File: config.mk
export PLATFORM = sky130hd
export DESIGN_NAME = rv_prefetch_unit
export DESIGN_NICKNAME = d
export VERILOG_FILES = /design/src/rtl/rv_prefetch_unit_pkg.sv /design/src/rtl/rv_prefetch_unit_fifo.sv /design/src/rtl/rv_prefetch_unit.sv
export SDC_FILE = /design/constraint.sdc
export NUM_CORES = 1
export LEC_CHECK = 0
export BUFFER_PORTS_ARGS = -buffer_cell sky130_fd_sc_hd__buf_2
export CAP_MARGIN = 40
export CORE_MARGIN = 5
export CORE_UTILIZATION = 35
export CTS_BUF_LIST = sky130_fd_sc_hd__clkbuf_16
export CTS_CLUSTER_DIAMETER = 50
export DETAILED_ROUTE_END_ITERATION = 12
export PLACE_DENSITY = 0.59
export SKIP_CTS_REPAIR_TIMING = 1
export SLEW_MARGIN = 20
export SYNTH_ARGS = -nofsm -noshare
export SYNTH_HDL_FRONTEND = slang
export SYNTH_HIERARCHICAL = 1
export SYNTH_SLANG_ARGS = --single-unit
File: constraint.sdc
create_clock -name clk -period 9.1 [get_ports clk]
set_input_delay 1.82 -clock clk [delete_from_list [all_inputs] [get_ports clk]]
set_output_delay 1.82 -clock clk [all_outputs]
set_load 0.02 [all_outputs]
File: src/rtl/rv_prefetch_unit_pkg.sv
// Shared state encodings and constants for the RV32 prefetch front-end.
// Build option: PREFETCH_MISALIGN_TRAP_EN enables the misaligned-target trap.
package rv_prefetch_unit_pkg;

    localparam logic [1:0] S_IDLE  = 2'd0;
    localparam logic [1:0] S_REQ   = 2'd1;
    localparam logic [1:0] S_DRAIN = 2'd2;
    localparam logic [1:0] S_HALT  = 2'd3;

    localparam logic [31:0] INSTR_NOP = 32'h0000_0013;
    localparam int unsigned PC_STEP   = 4;

    function automatic logic is_misaligned(input logic [1:0] lo);
        return |lo;
    endfunction

endpackage

File: src/rtl/rv_prefetch_unit_fifo.sv
// Prefetch queue: power-of-two FIFO with registered storage.
// Pointers carry one extra bit so full and empty are distinguishable.
module rv_prefetch_unit_fifo #(
    parameter  int WIDTH = 64,
    parameter  int DEPTH = 4,
    localparam int AW    = $clog2(DEPTH),
    localparam int CW    = $clog2(DEPTH + 1)
) (
    input  logic             clk,
    input  logic             rst_n,
    input  logic             i_push,
    input  logic             i_pop,
    input  logic             i_flush,
    input  logic [WIDTH-1:0] i_wdata,
    output logic [WIDTH-1:0] o_rdata,
    output logic [CW-1:0]    o_count
);

    localparam logic [AW:0] PTR_ONE = {{AW{1'b0}}, 1'b1};

    logic [WIDTH-1:0] r_mem [DEPTH];
    logic [AW:0]      r_wptr;
    logic [AW:0]      r_rptr;
    logic             w_empty;
    logic             w_full;
    logic             w_do_push;
    logic             w_do_pop;

    assign w_empty = (r_wptr == r_rptr);
    assign w_full  = (r_wptr[AW-1:0] == r_rptr[AW-1:0]) &&
                     (r_wptr[AW] != r_rptr[AW]);

    assign w_do_pop  = i_pop && !w_empty;
    assign w_do_push = i_push && (!w_full || w_do_pop);

    always_ff @(posedge clk or negedge rst_n) begin
        if (!rst_n) begin
            r_wptr <= '0;
            r_rptr <= '0;
        end else if (i_flush) begin
            r_wptr <= '0;
            r_rptr <= '0;
        end else begin
            if (w_do_push) begin
                r_wptr <= r_wptr + PTR_ONE;
            end
            if (w_do_pop) begin
                r_rptr <= r_rptr + PTR_ONE;
            end
        end
    end

    // Storage needs no reset; the count masks stale entries.
    always_ff @(posedge clk) begin
        if (w_do_push && !i_flush) begin
            r_mem[r_wptr[AW-1:0]] <= i_wdata;
        end
    end

    assign o_rdata = r_mem[r_rptr[AW-1:0]];
    assign o_count = CW'(r_wptr - r_rptr);

endmodule

File: src/rtl/rv_prefetch_unit.sv
// RV32 fetch front-end: sequential fetch FSM feeding a prefetch queue.
// Build option: PREFETCH_MISALIGN_TRAP_EN halts fetch on misaligned redirects.
module rv_prefetch_unit #(
    parameter int              XLEN     = 32,
    parameter int              DEPTH    = 4,
    parameter logic [XLEN-1:0] RESET_PC = '0
) (
    input  logic                       clk,
    input  logic                       rst_n,
    input  logic                       redirect_valid,
    input  logic [XLEN-1:0]            redirect_pc,
    output logic                       imem_req,
    output logic [XLEN-1:0]            imem_addr,
    input  logic [XLEN-1:0]            imem_rd_data,
    input  logic                       imem_ready,
    output logic                       instr_valid,
    input  logic                       instr_ready,
    output logic [XLEN-1:0]            instr_data,
    output logic [XLEN-1:0]            instr_pc,
    output logic [$clog2(DEPTH+1)-1:0] queue_count,
    output logic                       fetch_misaligned
);

    import rv_prefetch_unit_pkg::*;

    localparam int              CW       = $clog2(DEPTH + 1);
    localparam int              FW       = 2 * XLEN;
    localparam logic [CW-1:0]   FULL_CNT = CW'(DEPTH);
    localparam logic [XLEN-1:0] PC_INC   = XLEN'(PC_STEP);

    logic [1:0]      r_state;
    logic [1:0]      w_state_nxt;
    logic [XLEN-1:0] r_fetch_pc;
    logic [XLEN-1:0] w_fetch_pc_nxt;
    logic [XLEN-1:0] r_pend_pc;
    logic [XLEN-1:0] w_pend_pc_nxt;
    logic            r_misaligned;
    logic            w_misaligned_nxt;
    logic [XLEN-1:0] w_redir_pc;
    logic            w_bad_target;
    logic            w_busy;
    logic            w_push;
    logic            w_pop;
    logic [CW-1:0]   w_count;
    logic [CW-1:0]   w_count_nxt;
    logic [FW-1:0]   w_head;

`ifdef PREFETCH_MISALIGN_TRAP_EN
    assign w_bad_target = is_misaligned(redirect_pc[1:0]);
    assign w_redir_pc   = redirect_pc;
`else
    assign w_bad_target = 1'b0;
    assign w_redir_pc   = redirect_pc & ~XLEN'(3);
`endif

    // A request still waiting on memory must be drained, not dropped.
    assign w_busy = imem_req && !imem_ready;

    assign w_push = (r_state == S_REQ) && imem_ready && !redirect_valid;
    assign w_pop  = instr_ready && (w_count != '0) && !redirect_valid;

    assign w_count_nxt = w_count + CW'(w_push) - CW'(w_pop);

    always_comb begin
        w_state_nxt      = r_state;
        w_fetch_pc_nxt   = r_fetch_pc;
        w_pend_pc_nxt    = r_pend_pc;
        w_misaligned_nxt = r_misaligned;
        if (redirect_valid) begin
            if (w_bad_target) begin
                w_state_nxt      = S_HALT;
                w_misaligned_nxt = 1'b1;
            end else begin
                w_misaligned_nxt = 1'b0;
                if (w_busy) begin
                    w_state_nxt   = S_DRAIN;
                    w_pend_pc_nxt = w_redir_pc;
                end else begin
                    w_state_nxt    = S_REQ;
                    w_fetch_pc_nxt = w_redir_pc;
                end
            end
        end else begin
            unique case (r_state)
                S_IDLE: begin
                    if (w_count_nxt < FULL_CNT) begin
                        w_state_nxt = S_REQ;
                    end
                end
                S_REQ: begin
                    if (imem_ready) begin
                        w_fetch_pc_nxt = r_fetch_pc + PC_INC;
                        if (w_count_nxt == FULL_CNT) begin
                            w_state_nxt = S_IDLE;
                        end
                    end
                end
                S_DRAIN: begin
                    if (imem_ready) begin
                        w_fetch_pc_nxt = r_pend_pc;
                        w_state_nxt    = S_REQ;
                    end
                end
                S_HALT: begin
                    w_state_nxt = S_HALT;
                end
                default: begin
                    w_state_nxt = S_IDLE;
                end
            endcase
        end
    end

    always_ff @(posedge clk or negedge rst_n) begin
        if (!rst_n) begin
            r_state      <= S_IDLE;
            r_fetch_pc   <= RESET_PC;
            r_pend_pc    <= RESET_PC;
            r_misaligned <= 1'b0;
        end else begin
            r_state      <= w_state_nxt;
            r_fetch_pc   <= w_fetch_pc_nxt;
            r_pend_pc    <= w_pend_pc_nxt;
            r_misaligned <= w_misaligned_nxt;
        end
    end

    rv_prefetch_unit_fifo #(
        .WIDTH (FW),
        .DEPTH (DEPTH)
    ) u_prefetch_fifo (
        .clk     (clk),
        .rst_n   (rst_n),
        .i_push  (w_push),
        .i_pop   (w_pop),
        .i_flush (redirect_valid),
        .i_wdata ({r_fetch_pc, imem_rd_data}),
        .o_rdata (w_head),
        .o_count (w_count)
    );

    assign imem_req         = (r_state == S_REQ) || (r_state == S_DRAIN);
    assign imem_addr        = r_fetch_pc >> 2;
    assign instr_valid      = (w_count != '0);
    assign instr_pc         = w_head[FW-1:XLEN];
    assign instr_data       = instr_valid ? w_head[XLEN-1:0] : XLEN'(INSTR_NOP);
    assign queue_count      = w_count;
    assign fetch_misaligned = r_misaligned;

endmodule

==> flow_metrics.py <==
metrics = {
    "logic_synthesis": {
        "synth-seq-cells": 324,
        "synth.avg_cell_area_um2": 16.95,
        "synth_area_um2": 13730,
        "synth_top_area_cell": "edfxtp_1",
        "synth_area_leaders": "edfxtp_1 56%, dfrtp_1 12%, mux4_2 10%",
        "synth_enable_flop_cells": 256,
        "synthArstFlopShare": 0.2099,
        "syn_inst": 810,
        "synth.distinct_cells": 69,
        "synth_seq_area_share": 0.6838,
        "ys.flop_type": "edfxtp_1",
        "synth_top_area_share": 0.5599,
        "synth_warnings": 6,
    },
    "clock_tree": {
        "numCtsBuffers": 41,
        "worst_skew_pair.late_latency_ns": 0.58,
        "cts_root_buf": "clkbuf_16",
        "ctsLongestPathBuffers": 3,
        "cts_tree": "built",
        "clock_sinks": 324,
        "path_clk_slew_ns": 0.06,
        "h-tree-depth": 2,
    },
    "worst_setup_path": {
        "crit_fanout": 33,
        "crit_type": "flip-flop to primary output",
        "cp.required_ns": 7.28,
        "critical-path-top-delay-family": "buffers and inverters",
        "rr_startpoint": "u_prefetch_fifo/r_rptr[0]",
        "r2r-end": "u_prefetch_fifo/r_mem[3][9]",
        "ff2ff_setup_slack_ns": 4.25,
        "endpoint_kind": "primary output",
        "cp_cell_sequence": "buf_12, ha_1, inv_1, fa_1, xnor2_1, nor3_2, buf_4, or2_2, buf_2",
        "start_kind": "flip-flop",
        "slowest_stage": "dfrtp_4",
        "path_depth": 9,
        "cp.buffers_inverters": 4,
        "slowest_delay_ns": 0.72,
        "startpoint": "u_prefetch_fifo/r_rptr[0]",
        "arrival_ns": 3.37,
        "reg2regPathDepth": 13,
    },
    "grt": {
        "grt_pass1_wl_um": 50440,
        "gr-usage-met3": 0.03630,
        "grt_antenna_before_repair": 3,
        "met1_usage": 0.2034,
        "gr-usage-met2": 0.2387,
        "top_usage_layer": "met2",
        "track_usage": 0.1489,
        "overflow": 0,
        "grt_max_degree": 50,
        "grt_pass1_vias": 8235,
    },
    "sta": {
        "rsz0062_at_grt": "no",
        "hold_violations": 0,
        "holdWs_ns": 0.4906,
        "slew_violations": 0,
        "tightest_slew_ns": 0.8711,
        "fin_crit_sh": 0.5698,
        "setup_viol": 0,
        "fmax_mhz": 192.9,
        "fin_setup_tns_ns": 0,
        "clock_skew_ns": 0.02698,
        "relSlewSlack": 0.4149,
        "fin_crit_ns": 5.185,
    },
    "hold_path": {
        "min_path_type": "flip-flop to flip-flop",
        "min-delay-start": "r_pend_pc[20]",
        "hold_depth": 2,
        "hold_path_end": "r_fetch_pc[20]",
    },
    "cells_and_area": {
        "area_delta_synth_final_pct": 20.02,
        "fillers": 3490,
        "layout.nets": 1084,
        "antenna_cells": 0,
        "drive_gt1_frac": 0.3502,
        "multiInputGateArea_um2": 4063,
        "seq_area_um2": 9397,
        "design_area_um2": 16480,
    },
    "power": {
        "p_comb_frac": 0.188,
        "switching_share": 0.3098,
        "p_int_mw": 3.068,
        "leakage_nw": 5.922,
        "p_sw_mw": 1.377,
        "p_clk_frac": 0.344,
        "p_per_area_nw_per_um2": 269.8,
        "vdd_drop_max_v": 0.0002037,
        "power_frac_seq": 0.468,
    },
    "route": {
        "drc": 0,
        "drtPass1Iterations": 5,
        "wl_per_cell_um": 20.85,
        "detail-route-antenna-nets": 0,
        "routed_wl_um": 32170,
        "drt-initial-drc-count": 388,
        "vias": 7818,
        "via_per_inst": 5.067,
    },
    "place": {
        "placed_cell_area_um2": 15190,
        "port_buffers": 165,
        "gp_congestion": 0.7337,
        "dp_hpwl_um": 20290,
    },
    "floorplanning": {
        "core_area_um2": 38740,
        "die_area_um2": 43290,
        "rows": 72,
        "initial_utilization": 0.3545,
        "die_w_um": 208.1,
        "ioPinCount": 171,
        "die_y_um": 208.1,
    },
    "run": {
        "maxCapViolCount": 0,
    },
    "status": {
        "outcome": "completed",
    },
}
==> routing by layer <==
metal	part of all wire	vias up
li1	-	3571
met1	0.45	4009
met2	0.48	189
met3	0.054	43
met4	0.018	6
met5	0.00087	-
==> how the worst max path moves through the flow <==
stage                                    to  slack, ns
4_1_cts                       instr_data[0]       3.77
3_5_place_dp   u_prefetch_fifo/r_mem[0][58]       4.09
3_3_place_gp   u_prefetch_fifo/r_mem[0][33]       3.95
5_1_grt                       instr_data[0]       3.64
6_report                      instr_data[0]       3.91
2_1_floorplan   u_prefetch_fifo/r_mem[0][0]       3.82
==> power by group through the flow <==
| stage | Combinational (mW) | Sequential [mW] | Clock (mW) |
|---|---|---|---|
| after floorplan | 0.518 | 2.09 | 0 |
| after global placement | 0.822 | 2.10 | 0 |
| after detailed placement | 0.842 | 2.11 | 0 |
| after CTS | 0.846 | 2.08 | 1.58 |
| after global routing | 0.920 | 2.12 | 1.64 |
| final | 0.835 | 2.08 | 1.53 |
==> Yosys cell counts (all sizes together) (4+ instances only) <==
master / n
nand3: 16
o2bb2ai: 5
clkbuf: 21
dfrtp: 68
buf: 25
nor2b: 36
mux4: 64
a221oi: 8
o21ai: 27
edfxtp: 256
nand2: 23
nand4: 11
xnor2: 8
mux2i: 7
o31ai: 11
nor3: 5
and3: 16
mux2: 35
o22ai: 4
nor2: 31
a21oi: 31
or2: 4
ha: 14
and2: 10
xor2: 7
inv: 20
==> worst min-delay path, delay by kind of cell, from the launching register on <==
family | cells | cell delay [ns]
flip-flops | 1 | 0.33
AO/OA/AOI/OAI | 2 | 0.13
==> flip-flops by register name (all words and copies together), names as in the netlist <==
register and flops:
r_fetch_pc 30, r_pend_pc 30, r_state 2, u_prefetch_fifo/r_mem 256, u_prefetch_fifo/r_rptr 3, u_prefetch_fifo/r_wptr 3
==> through the flow <==
| step | power [mW] | worst slack, ns | std cells | utilization |
|---|---|---|---|---|
| final | 4.445 | 3.915 | 1543 | 0.4254 |
| after global routing | 4.675 | 3.636 | 1543 | 0.4254 |
| after CTS | 4.507 | 3.768 | 1543 | 0.4254 |
| after detailed placement | 2.955 | 4.089 | 1474 | 0.3922 |
| after global placement | 2.921 | 3.955 | 1468 | 0.3896 |
| after floorplan | 2.607 | 3.818 | 820 | - |
==> cell type report <==
class,instances,area share
well taps,518,0.03933
clock buffers,41,0.06226
clock inverters,28,0.01579
repair buffers,182,0.06135
flip-flops and latches,324,0.5702
multi-input cells,430,0.2465
inverters,20,0.004555
==> cell usage in the layout (no fill, tap or decap), types with 3 or more instances in the layout <==
cell / Yosys / final
mux2_2: 32 / 32
o21a_1: 3 / 3
nor3_1: 5 / 4
inv_6: 0 / 6
o2bb2ai_1: 5 / 5
buf_12: 0 / 4
conb_1: 1 / 11
mux4_2: 64 / 64
dfrtp_1: 68 / 66
buf_4: 6 / 12
a21oi_1: 31 / 31
inv_1: 20 / 24
nor2_1: 31 / 31
or2_2: 3 / 3
clkinv_2: 0 / 4
nand3_1: 14 / 14
clkinv_1: 0 / 7
and2_1: 9 / 9
nand4_1: 10 / 10
xor2_1: 7 / 7
nand2_1: 23 / 23
buf_2: 9 / 165
and3_1: 15 / 11
xnor2_1: 8 / 8
clkbuf_16: 0 / 41
mux2i_1: 7 / 7
a32o_1: 3 / 3
a221oi_1: 7 / 7
nor2b_1: 36 / 36
o22ai_1: 3 / 3
o31ai_1: 10 / 10
edfxtp_1: 256 / 256
o21ai_0: 27 / 27
ha_1: 14 / 14
and3_4: 0 / 4
o211ai_1: 3 / 3
==> logic make-up after synthesis <==
group | after synthesis | share of synthesized area
AOI/OAI and AO/OA | 118 | 0.05869
xor gates and xnor gates | 16 | 0.01121
adders and majority gates | 16 | 0.01567
buffers and inverters | 66 | 0.02488
DFF | 324 | 0.6838
muxes | 106 | 0.1391
other | 1 | 0.0002731
and+or+nand+nor | 163 | 0.06643
Note: power is estimated with default switching activity, not from simulation.
